$ cat config.mk
export PLATFORM = sky130hd
export DESIGN_NAME = router_sync_flat
export DESIGN_NICKNAME = d
export VERILOG_FILES = /design/src/rtl/router_sync_pkg.sv /design/src/rtl/router_sync_if.sv /design/src/rtl/router_sync_timer.sv /design/src/rtl/router_sync.sv /design/src/flat_wrapper.sv
export SDC_FILE = /design/constraint.sdc
export NUM_CORES = 1
export LEC_CHECK = 0
export BUFFER_PORTS_ARGS = -buffer_cell sky130_fd_sc_hd__buf_2
export CORE_MARGIN = 2
export CORE_UTILIZATION = 40
export DETAILED_ROUTE_END_ITERATION = 16
export SYNTH_ARGS = -nofsm -noshare
export SYNTH_HDL_FRONTEND = slang
export SYNTH_HIERARCHICAL = 1
export SYNTH_SLANG_ARGS = --single-unit
$ cat constraint.sdc
create_clock -name clock -period 1.81 [get_ports clock]
set_clock_uncertainty 0.05 [all_clocks]
set_input_delay 0.362 -clock clock [delete_from_list [all_inputs] [get_ports clock]]
set_output_delay 0.362 -clock clock [all_outputs]
set_load 0.05 [all_outputs]
$ cat src/rtl/router_sync_pkg.sv
// Shared definitions for the 1x3 router: destination encodings and watchdog sizing.
package router_sync_pkg;

  typedef logic [1:0] addr_t;

  localparam addr_t ADDR_P0 = 2'd0;
  localparam addr_t ADDR_P1 = 2'd1;
  localparam addr_t ADDR_P2 = 2'd2;

  localparam int unsigned TIMEOUT = 30;
  localparam int unsigned CNT_W   = 5;

endpackage

$ cat src/rtl/router_sync_if.sv
// Signal bundle between router FSM/FIFOs and the sync block.
// The slave side is the sync block; the master side drives FSM and FIFO status.
interface router_sync_if;
  import router_sync_pkg::*;

  logic       detect_add;
  addr_t      data_in;
  logic       write_enb_reg;
  logic       full_0, full_1, full_2;
  logic       empty_0, empty_1, empty_2;
  logic       read_enb_0, read_enb_1, read_enb_2;
  logic [2:0] write_enb;
  logic       fifo_full;
  logic       vld_out_0, vld_out_1, vld_out_2;
  logic       soft_reset_0, soft_reset_1, soft_reset_2;

  modport master (
    output detect_add, data_in, write_enb_reg,
    output full_0, full_1, full_2, empty_0, empty_1, empty_2,
    output read_enb_0, read_enb_1, read_enb_2,
    input  write_enb, fifo_full, vld_out_0, vld_out_1, vld_out_2,
    input  soft_reset_0, soft_reset_1, soft_reset_2
  );

  modport slave (
    input  detect_add, data_in, write_enb_reg,
    input  full_0, full_1, full_2, empty_0, empty_1, empty_2,
    input  read_enb_0, read_enb_1, read_enb_2,
    output write_enb, fifo_full, vld_out_0, vld_out_1, vld_out_2,
    output soft_reset_0, soft_reset_1, soft_reset_2
  );

endinterface

$ cat src/rtl/router_sync_timer.sv
// Per-port read watchdog: pulses soft_reset_o for one cycle after Timeout
// consecutive edges of valid-but-unread data.
module router_sync_timer #(
  parameter int unsigned Timeout = 30,
  parameter int unsigned CntW    = 5
) (
  input  logic clock,
  input  logic resetn,
  input  logic vld_out_i,
  input  logic read_enb_i,
  output logic soft_reset_o
);

  localparam logic [CntW-1:0] CntMax = CntW'(Timeout - 1);

  logic [CntW-1:0] cnt_q, cnt_d;
  logic            pulse_q, pulse_d;

  always_comb begin
    cnt_d   = '0;
    pulse_d = 1'b0;
    if (vld_out_i && !read_enb_i) begin
      // Counter wraps to zero on the pulse so a stuck port re-fires every Timeout cycles.
      if (cnt_q == CntMax) pulse_d = 1'b1;
      else                 cnt_d   = cnt_q + 1'b1;
    end
  end

  always_ff @(posedge clock or negedge resetn) begin
    if (!resetn) begin
      cnt_q   <= '0;
      pulse_q <= 1'b0;
    end else begin
      cnt_q   <= cnt_d;
      pulse_q <= pulse_d;
    end
  end

  assign soft_reset_o = pulse_q;

endmodule

$ cat src/rtl/router_sync.sv
// Router sync glue: latches destination, decodes FIFO write enables, muxes the
// addressed full flag, and runs three independent read watchdogs.
module router_sync
  import router_sync_pkg::*;
#(
  parameter int unsigned Timeout = TIMEOUT,
  parameter int unsigned CntW    = CNT_W
) (
  input  logic         clock,
  input  logic         resetn,
  router_sync_if.slave bus
);

  addr_t addr_q, addr_d;

  always_comb begin
    addr_d = addr_q;
    if (bus.detect_add) addr_d = bus.data_in;
  end

  always_ff @(posedge clock or negedge resetn) begin
    if (!resetn) addr_q <= ADDR_P0;
    else         addr_q <= addr_d;
  end

  // Address 3 is invalid: no FIFO is written and full reads back as 0.
  always_comb begin
    bus.write_enb = 3'b000;
    bus.fifo_full = 1'b0;
    case (addr_q)
      ADDR_P0: begin
        bus.write_enb = {2'b00, bus.write_enb_reg};
        bus.fifo_full = bus.full_0;
      end
      ADDR_P1: begin
        bus.write_enb = {1'b0, bus.write_enb_reg, 1'b0};
        bus.fifo_full = bus.full_1;
      end
      ADDR_P2: begin
        bus.write_enb = {bus.write_enb_reg, 2'b00};
        bus.fifo_full = bus.full_2;
      end
      default: begin
        bus.write_enb = 3'b000;
        bus.fifo_full = 1'b0;
      end
    endcase
  end

  assign bus.vld_out_0 = ~bus.empty_0;
  assign bus.vld_out_1 = ~bus.empty_1;
  assign bus.vld_out_2 = ~bus.empty_2;

  router_sync_timer #(.Timeout(Timeout), .CntW(CntW)) u_timer_0 (
    .clock        (clock),
    .resetn       (resetn),
    .vld_out_i    (~bus.empty_0),
    .read_enb_i   (bus.read_enb_0),
    .soft_reset_o (bus.soft_reset_0)
  );

  router_sync_timer #(.Timeout(Timeout), .CntW(CntW)) u_timer_1 (
    .clock        (clock),
    .resetn       (resetn),
    .vld_out_i    (~bus.empty_1),
    .read_enb_i   (bus.read_enb_1),
    .soft_reset_o (bus.soft_reset_1)
  );

  router_sync_timer #(.Timeout(Timeout), .CntW(CntW)) u_timer_2 (
    .clock        (clock),
    .resetn       (resetn),
    .vld_out_i    (~bus.empty_2),
    .read_enb_i   (bus.read_enb_2),
    .soft_reset_o (bus.soft_reset_2)
  );

endmodule

$ cat src/flat_wrapper.sv
// flat-port wrapper written by rule: the top's interface ports become plain ports
module router_sync_flat import router_sync_pkg::*;
#(
  parameter int unsigned Timeout = TIMEOUT,
  parameter int unsigned CntW    = CNT_W
)
  (clock, resetn, bus_detect_add, bus_data_in, bus_write_enb_reg, bus_full_0, bus_full_1, bus_full_2, bus_empty_0, bus_empty_1, bus_empty_2, bus_read_enb_0, bus_read_enb_1, bus_read_enb_2, bus_write_enb, bus_fifo_full, bus_vld_out_0, bus_vld_out_1, bus_vld_out_2, bus_soft_reset_0, bus_soft_reset_1, bus_soft_reset_2);
  router_sync_if bus_i ();
  input  logic clock;
  input  logic resetn;
  input wire logic [$bits(bus_i.detect_add)-1:0] bus_detect_add;
  input wire logic [$bits(bus_i.data_in)-1:0] bus_data_in;
  input wire logic [$bits(bus_i.write_enb_reg)-1:0] bus_write_enb_reg;
  input wire logic [$bits(bus_i.full_0)-1:0] bus_full_0;
  input wire logic [$bits(bus_i.full_1)-1:0] bus_full_1;
  input wire logic [$bits(bus_i.full_2)-1:0] bus_full_2;
  input wire logic [$bits(bus_i.empty_0)-1:0] bus_empty_0;
  input wire logic [$bits(bus_i.empty_1)-1:0] bus_empty_1;
  input wire logic [$bits(bus_i.empty_2)-1:0] bus_empty_2;
  input wire logic [$bits(bus_i.read_enb_0)-1:0] bus_read_enb_0;
  input wire logic [$bits(bus_i.read_enb_1)-1:0] bus_read_enb_1;
  input wire logic [$bits(bus_i.read_enb_2)-1:0] bus_read_enb_2;
  output wire logic [$bits(bus_i.write_enb)-1:0] bus_write_enb;
  output wire logic [$bits(bus_i.fifo_full)-1:0] bus_fifo_full;
  output wire logic [$bits(bus_i.vld_out_0)-1:0] bus_vld_out_0;
  output wire logic [$bits(bus_i.vld_out_1)-1:0] bus_vld_out_1;
  output wire logic [$bits(bus_i.vld_out_2)-1:0] bus_vld_out_2;
  output wire logic [$bits(bus_i.soft_reset_0)-1:0] bus_soft_reset_0;
  output wire logic [$bits(bus_i.soft_reset_1)-1:0] bus_soft_reset_1;
  output wire logic [$bits(bus_i.soft_reset_2)-1:0] bus_soft_reset_2;
  assign bus_i.detect_add = bus_detect_add;
  assign bus_i.data_in = bus_data_in;
  assign bus_i.write_enb_reg = bus_write_enb_reg;
  assign bus_i.full_0 = bus_full_0;
  assign bus_i.full_1 = bus_full_1;
  assign bus_i.full_2 = bus_full_2;
  assign bus_i.empty_0 = bus_empty_0;
  assign bus_i.empty_1 = bus_empty_1;
  assign bus_i.empty_2 = bus_empty_2;
  assign bus_i.read_enb_0 = bus_read_enb_0;
  assign bus_i.read_enb_1 = bus_read_enb_1;
  assign bus_i.read_enb_2 = bus_read_enb_2;
  assign bus_write_enb = bus_i.write_enb;
  assign bus_fifo_full = bus_i.fifo_full;
  assign bus_vld_out_0 = bus_i.vld_out_0;
  assign bus_vld_out_1 = bus_i.vld_out_1;
  assign bus_vld_out_2 = bus_i.vld_out_2;
  assign bus_soft_reset_0 = bus_i.soft_reset_0;
  assign bus_soft_reset_1 = bus_i.soft_reset_1;
  assign bus_soft_reset_2 = bus_i.soft_reset_2;
  router_sync #(.Timeout(Timeout), .CntW(CntW)) u_core (.clock(clock), .resetn(resetn), .bus(bus_i));
endmodule
* Word-level counts from Yosys, hierarchy flattened
Cells that the tools add are included.
** Storage, ports and cells
- Word-level logic and storage cells :: 39
- Register bits :: 20
- Bits in read-only memories :: 0
- RAM bits :: 0
- Bits of input ports :: 15
- Bits in latches :: 0
- Memories kept :: 0
** Operators by class
- Equality and inequality tests :: 5
- Bitwise operators :: 3
- $mul :: 0
- Reduce and logical (&&, ||, !) cells :: 7
- Divide/modulo/power cells :: 0
- $lt $le $gt $ge :: 0
- Add/subtract/negate cells :: 3
- Multiplexer cells :: 14
- Shift-type cells :: 0
** Operator list (number)
- two-way mux 5 bit :: 6
- adder 5 x 1 -> 5 bit (second input constant) :: 3
- == test 5 bit (second input constant) :: 3
- case mux 3 bit (3 select lines) :: 1
- two-way mux 1 bit :: 6
- logical AND 1 bit :: 3
- logical NOT 1 bit :: 3
- inverter 1 bit :: 3
- case mux 1 bit (3 select lines) :: 1
- == test 2 x 1 -> 1 bit (second input constant) :: 1
- == test 2 bit (second input constant) :: 1
- logical NOT 2 bit :: 1

* Longest topological paths before layout
- Depth in word-level cells :: 3
- Depth in mapped cells :: 5

* By module
Netlist, hierarchy kept.
** By module, submodules not included
- router_sync_timer :: area each 255.2 µm², cells each 22, instances 3
- router_sync :: area each 133.9 µm², cells each 13, instances 1

* Least setup slack after synthesis
OpenSTA, ideal clock, no wires.
- Path kind :: reg-to-output
- From :: register u_core.addr_q[0]
- To :: output port bus_write_enb[0]
- Arrival time :: 1.573 ns
- Setup slack :: -0.175 ns
- Path buffers :: 0
- Stages on the path, launching flop included :: 2
- Cell sequence :: dfrtp_1 -> nor3b_1
** Between the ends
- Longest elaborated chain between the ends :: 2
** Ends and longest elaborated chain
- start: declaration :: line router_sync.sv:14 : addr_t addr_q, addr_d;
- start signal: assignment :: line router_sync.sv:23 : else addr_q <= addr_d;
- == test 2 bit (tied with other cells) :: line router_sync.sv:30 : case (addr_q)
- case mux 3 bit (3 select lines) (*) :: line router_sync.sv:30
- end: declaration :: line flat_wrapper.sv:23 : output wire logic [$bits(bus_i.write_enb)-1:0] bus_write_enb;
Mark *: on every way between the ends. The rest lies on a longest branch, timed or not.

* Worst setup path in the final report
- From :: register u_core.addr_q[1]
- To :: output port bus_fifo_full
** Between the ends
- Longest elaborated chain between the ends :: 2
** Ends and longest elaborated chain
- == test 2 bit (tied with other cells) :: line router_sync.sv:30
- case mux 1 bit (3 select lines) (*) :: line router_sync.sv:30
- end: declaration :: line flat_wrapper.sv:24 : output wire logic [$bits(bus_i.fifo_full)-1:0] bus_fifo_full;
Marks and branches as above.

==> impl_metrics.json <==
{
  "synth.yosys.seq_area_share_pct": 55.63,
  "power_density_nw_per_um2": 714.3,
  "filler_cell_count": 216,
  "final_hold_vios": 0,
  "crit_path_max_fanout": 6,
  "cts_made_buffers": 3,
  "synthDominantAreaCellType": "sky130_fd_sc_hd__dfrtp_1",
  "via_count_of_the_first_global_routing_pass": 538,
  "min_from": "bus_read_enb_0",
  "global_route.usage.total_pct": 12.58,
  "port-buffer-count": 24,
  "max_cap_viol_count": 0,
  "rsz0062_at_grt": "no",
  "max_slew_margin_pct": 71.07,
  "grt_start_max_net_pins": 21,
  "design.die.area_sq_um": 2645,
  "finalCriticalPeriod_ps": 1670,
  "finalSetupViolations": 0,
  "hold_class": "in -> reg",
  "grt_first_pass_wirelength_um": 2401,
  "floorplan.initialDensity_pct": 41.46,
  "worst_case_register_to_register_setup_slack_ps": 610,
  "yosys_register_bits": 20,
  "setup_total_neg_slack_ps": 0,
  "max_freq_ghz": 0.5989,
  "slew_viol_final": 0,
  "cell_depth_of_the_worst_flop_to_flop_path": 4,
  "drive_gt1_share_pct": 28.04,
  "static-leakage-power_nw": 0.5519,
  "yosysWarningCount": 6,
  "syn_inst": 79,
  "r2r-start": "u_core/u_timer_1/cnt_q[0]",
  "clock_latency_ps": 280,
  "min_period_over_period_pct": 92.25,
  "clock_sink_count": 20,
  "final_weighted_congestion_in_routability_driven_placement": 0.6901,
  "cp-start-kind": "flop",
  "timing_worst_slew_pin_value_ps": 434.0,
  "cts-hold-fix-buffers": 1,
  "cts_tree": "built",
  "post_cts_resized": 0,
  "num_vias": 611,
  "clock_tree.root_cell": "sky130_fd_sc_hd__clkbuf_4",
  "coreArea_sq_um": 2170,
  "dpl-instance-area_sq_um": 1060,
  "dp_wirelength_um": 1068,
  "number_of_enable_flip_flop_cells_after_synthesis": 0,
  "status": "finished clean",
  "clock_tree.htree_level_count": 1,
  "p_total_mw": 0.7803,
  "cts_post_setup_buffers_inserted": 0,
  "async_reset_ff_share_pct": 100.0,
  "timing.hold.worst_path_depth": 2,
  "detail_route.wirelength_um": 1389,
  "detailedRoute.firstPassIterationCount": 4,
  "synth.top_cells.by_area": "sky130_fd_sc_hd__dfrtp_1 56%, sky130_fd_sc_hd__ha_1 8.3%, sky130_fd_sc_hd__nor2_1 6.3%, sky130_fd_sc_hd__xor2_1 5.8%, sky130_fd_sc_hd__nand3_1 3.3%",
  "area.growth.synth_to_final_pct": 21.42,
  "post_synth_design_cell_area_sq_um": 899.6,
  "hold-path-endpoint": "u_core/u_timer_0/soft_reset_o",
  "grt-ovfl-total": 0,
  "ctsLongestPathBuffers": 2,
  "via_per_inst": 4.526,
  "final_area_sq_um": 1092,
  "std_cell_rows": 17,
  "die_height_um": 51.43,
  "main_flop_type_after_synthesis": "sky130_fd_sc_hd__dfrtp_1",
  "timing.setup.critical_path_class": "reg -> out",
  "post_syn_nets": 100,
  "irDropWorstVdd_mv": 0.4696,
  "grt_antenna_before_repair": 0,
  "cp-end-kind": "output port",
  "die_w_um": 51.43,
  "yosysTopAreaCellShare_pct": 55.63,
  "synth.most_common_cell": "sky130_fd_sc_hd__dfrtp_1",
  "drt_iter0_markers": 1,
  "yosysUniqueCellTypes": 14,
  "top_cells_by_count_synth": "20 x sky130_fd_sc_hd__dfrtp_1, 15 x sky130_fd_sc_hd__nor2_1",
  "syn_area_per_cell_sq_um": 11.39,
  "route.antenna.remaining_nets": 0,
  "antennaDiodeCount": 0,
  "timing.critical_path.required_ps": 1400,
  "num-nets-final": 130,
  "ios": 25,
  "crit-reg2reg-capture": "u_core/u_timer_1/cnt_q[0]",
  "wire_per_inst_um": 10.29,
  "clk_pin_slew_worst_paths_ps": 110,
  "remaining_drc_errors": 0,
  "critical_path_arrival_ps": 1260
}
[per-layer routing]
layer	vias up	GRT usage, %	routed length [um]
met4	0	7.895	26
li1	319	-	-
met2	17	17.95	585
met5	-	0	0
met1	273	17.30	693
met3	2	2.632	84
[cells in the final DEF, fill, tap and decap left out, drive strengths merged]
master	netlist	layout
and3b	2	2
buf	0	24
clkbuf	0	3
dfrtp	20	20
dlygate4sd3	0	1
ha	6	6
inv	6	6
mux2	2	2
mux2i	1	1
nand3	6	6
nand3b	4	4
nand4	3	3
nor2	15	15
nor3b	4	4
o21ai	1	1
xnor2	3	3
xor2	6	6
[sequential cells by signal, indices dropped and copies added, names as in the netlist]
| signal | flops |
|---|---|
| u_core/u_timer_0/soft_reset_o | 1 |
| u_core/u_timer_1/cnt_q | 5 |
| u_core/u_timer_2/cnt_q | 5 |
| u_core/u_timer_0/cnt_q | 5 |
| u_core/u_timer_1/soft_reset_o | 1 |
| u_core/u_timer_2/soft_reset_o | 1 |
| u_core/addr_q | 2 |
[layout make-up]
class                      instances  area, sq um  area share, %
timing repair buffer              25        130.1          11.91
multi-input combinational         53        381.6          34.94
inverter                           6        22.52          2.062
sequential                        20        500.5          45.82
tap                               28        35.03          3.207
clock buffer                       3        22.52          2.062
[how the worst max path moves through the flow]
stage / startpoint / end / slack, ps / cells past startpoint
after global routing: u_core/addr_q[1] / bus_fifo_full / 50 / 3
final: u_core/addr_q[1] / bus_fifo_full / 140 / 3
after global placement: u_core/addr_q[1] / bus_fifo_full / 480 / 3
after detailed placement: u_core/addr_q[1] / bus_fifo_full / 460 / 3
after floorplan: u_core/addr_q[1] / bus_fifo_full / 160 / 2
after CTS: u_core/addr_q[1] / bus_fifo_full / 130 / 3
[through the flow]
step	hold slack [ps]	worst slack (ps)	util [%]	std cells
2_1_floorplan	16.41	155.5	-	79
3_3_place_gp	281.0	482.2	48.85	131
3_5_place_dp	290.4	457.7	48.85	131
4_1_cts	168.7	129.0	50.35	135
5_1_grt	168.3	45.55	50.35	135
6_report	173.0	140.4	50.35	135
[kinds of logic after synthesis]
logic type,count (synthesis),share of synthesized area [%]
muxes,3,3.616
adders and majority gates,6,8.345
xor gates and xnor gates,9,8.763
AOI/OAI and AO/OA,1,0.5558
DFF,20,55.63
and+or+nand+nor,34,20.58
buffers and inverters,6,2.503
[power by group]
part	internal, mW	switching (mW)	total [mW]	leakage [nW]
Clock	0.0772	0.124	0.201	0.0138
Sequential	0.457	0.0125	0.470	0.272
Combinational	0.0381	0.0713	0.109	0.266
Total	0.572	0.208	0.780	0.552
[critical path, stage by stage (launching register included)]
cell	delay, ps
sky130_fd_sc_hd__dfrtp_1	450
sky130_fd_sc_hd__mux2i_1	140
sky130_fd_sc_hd__o21ai_1	110
sky130_fd_sc_hd__buf_2	270
No activity file was read; power rests on OpenSTA's default activity.
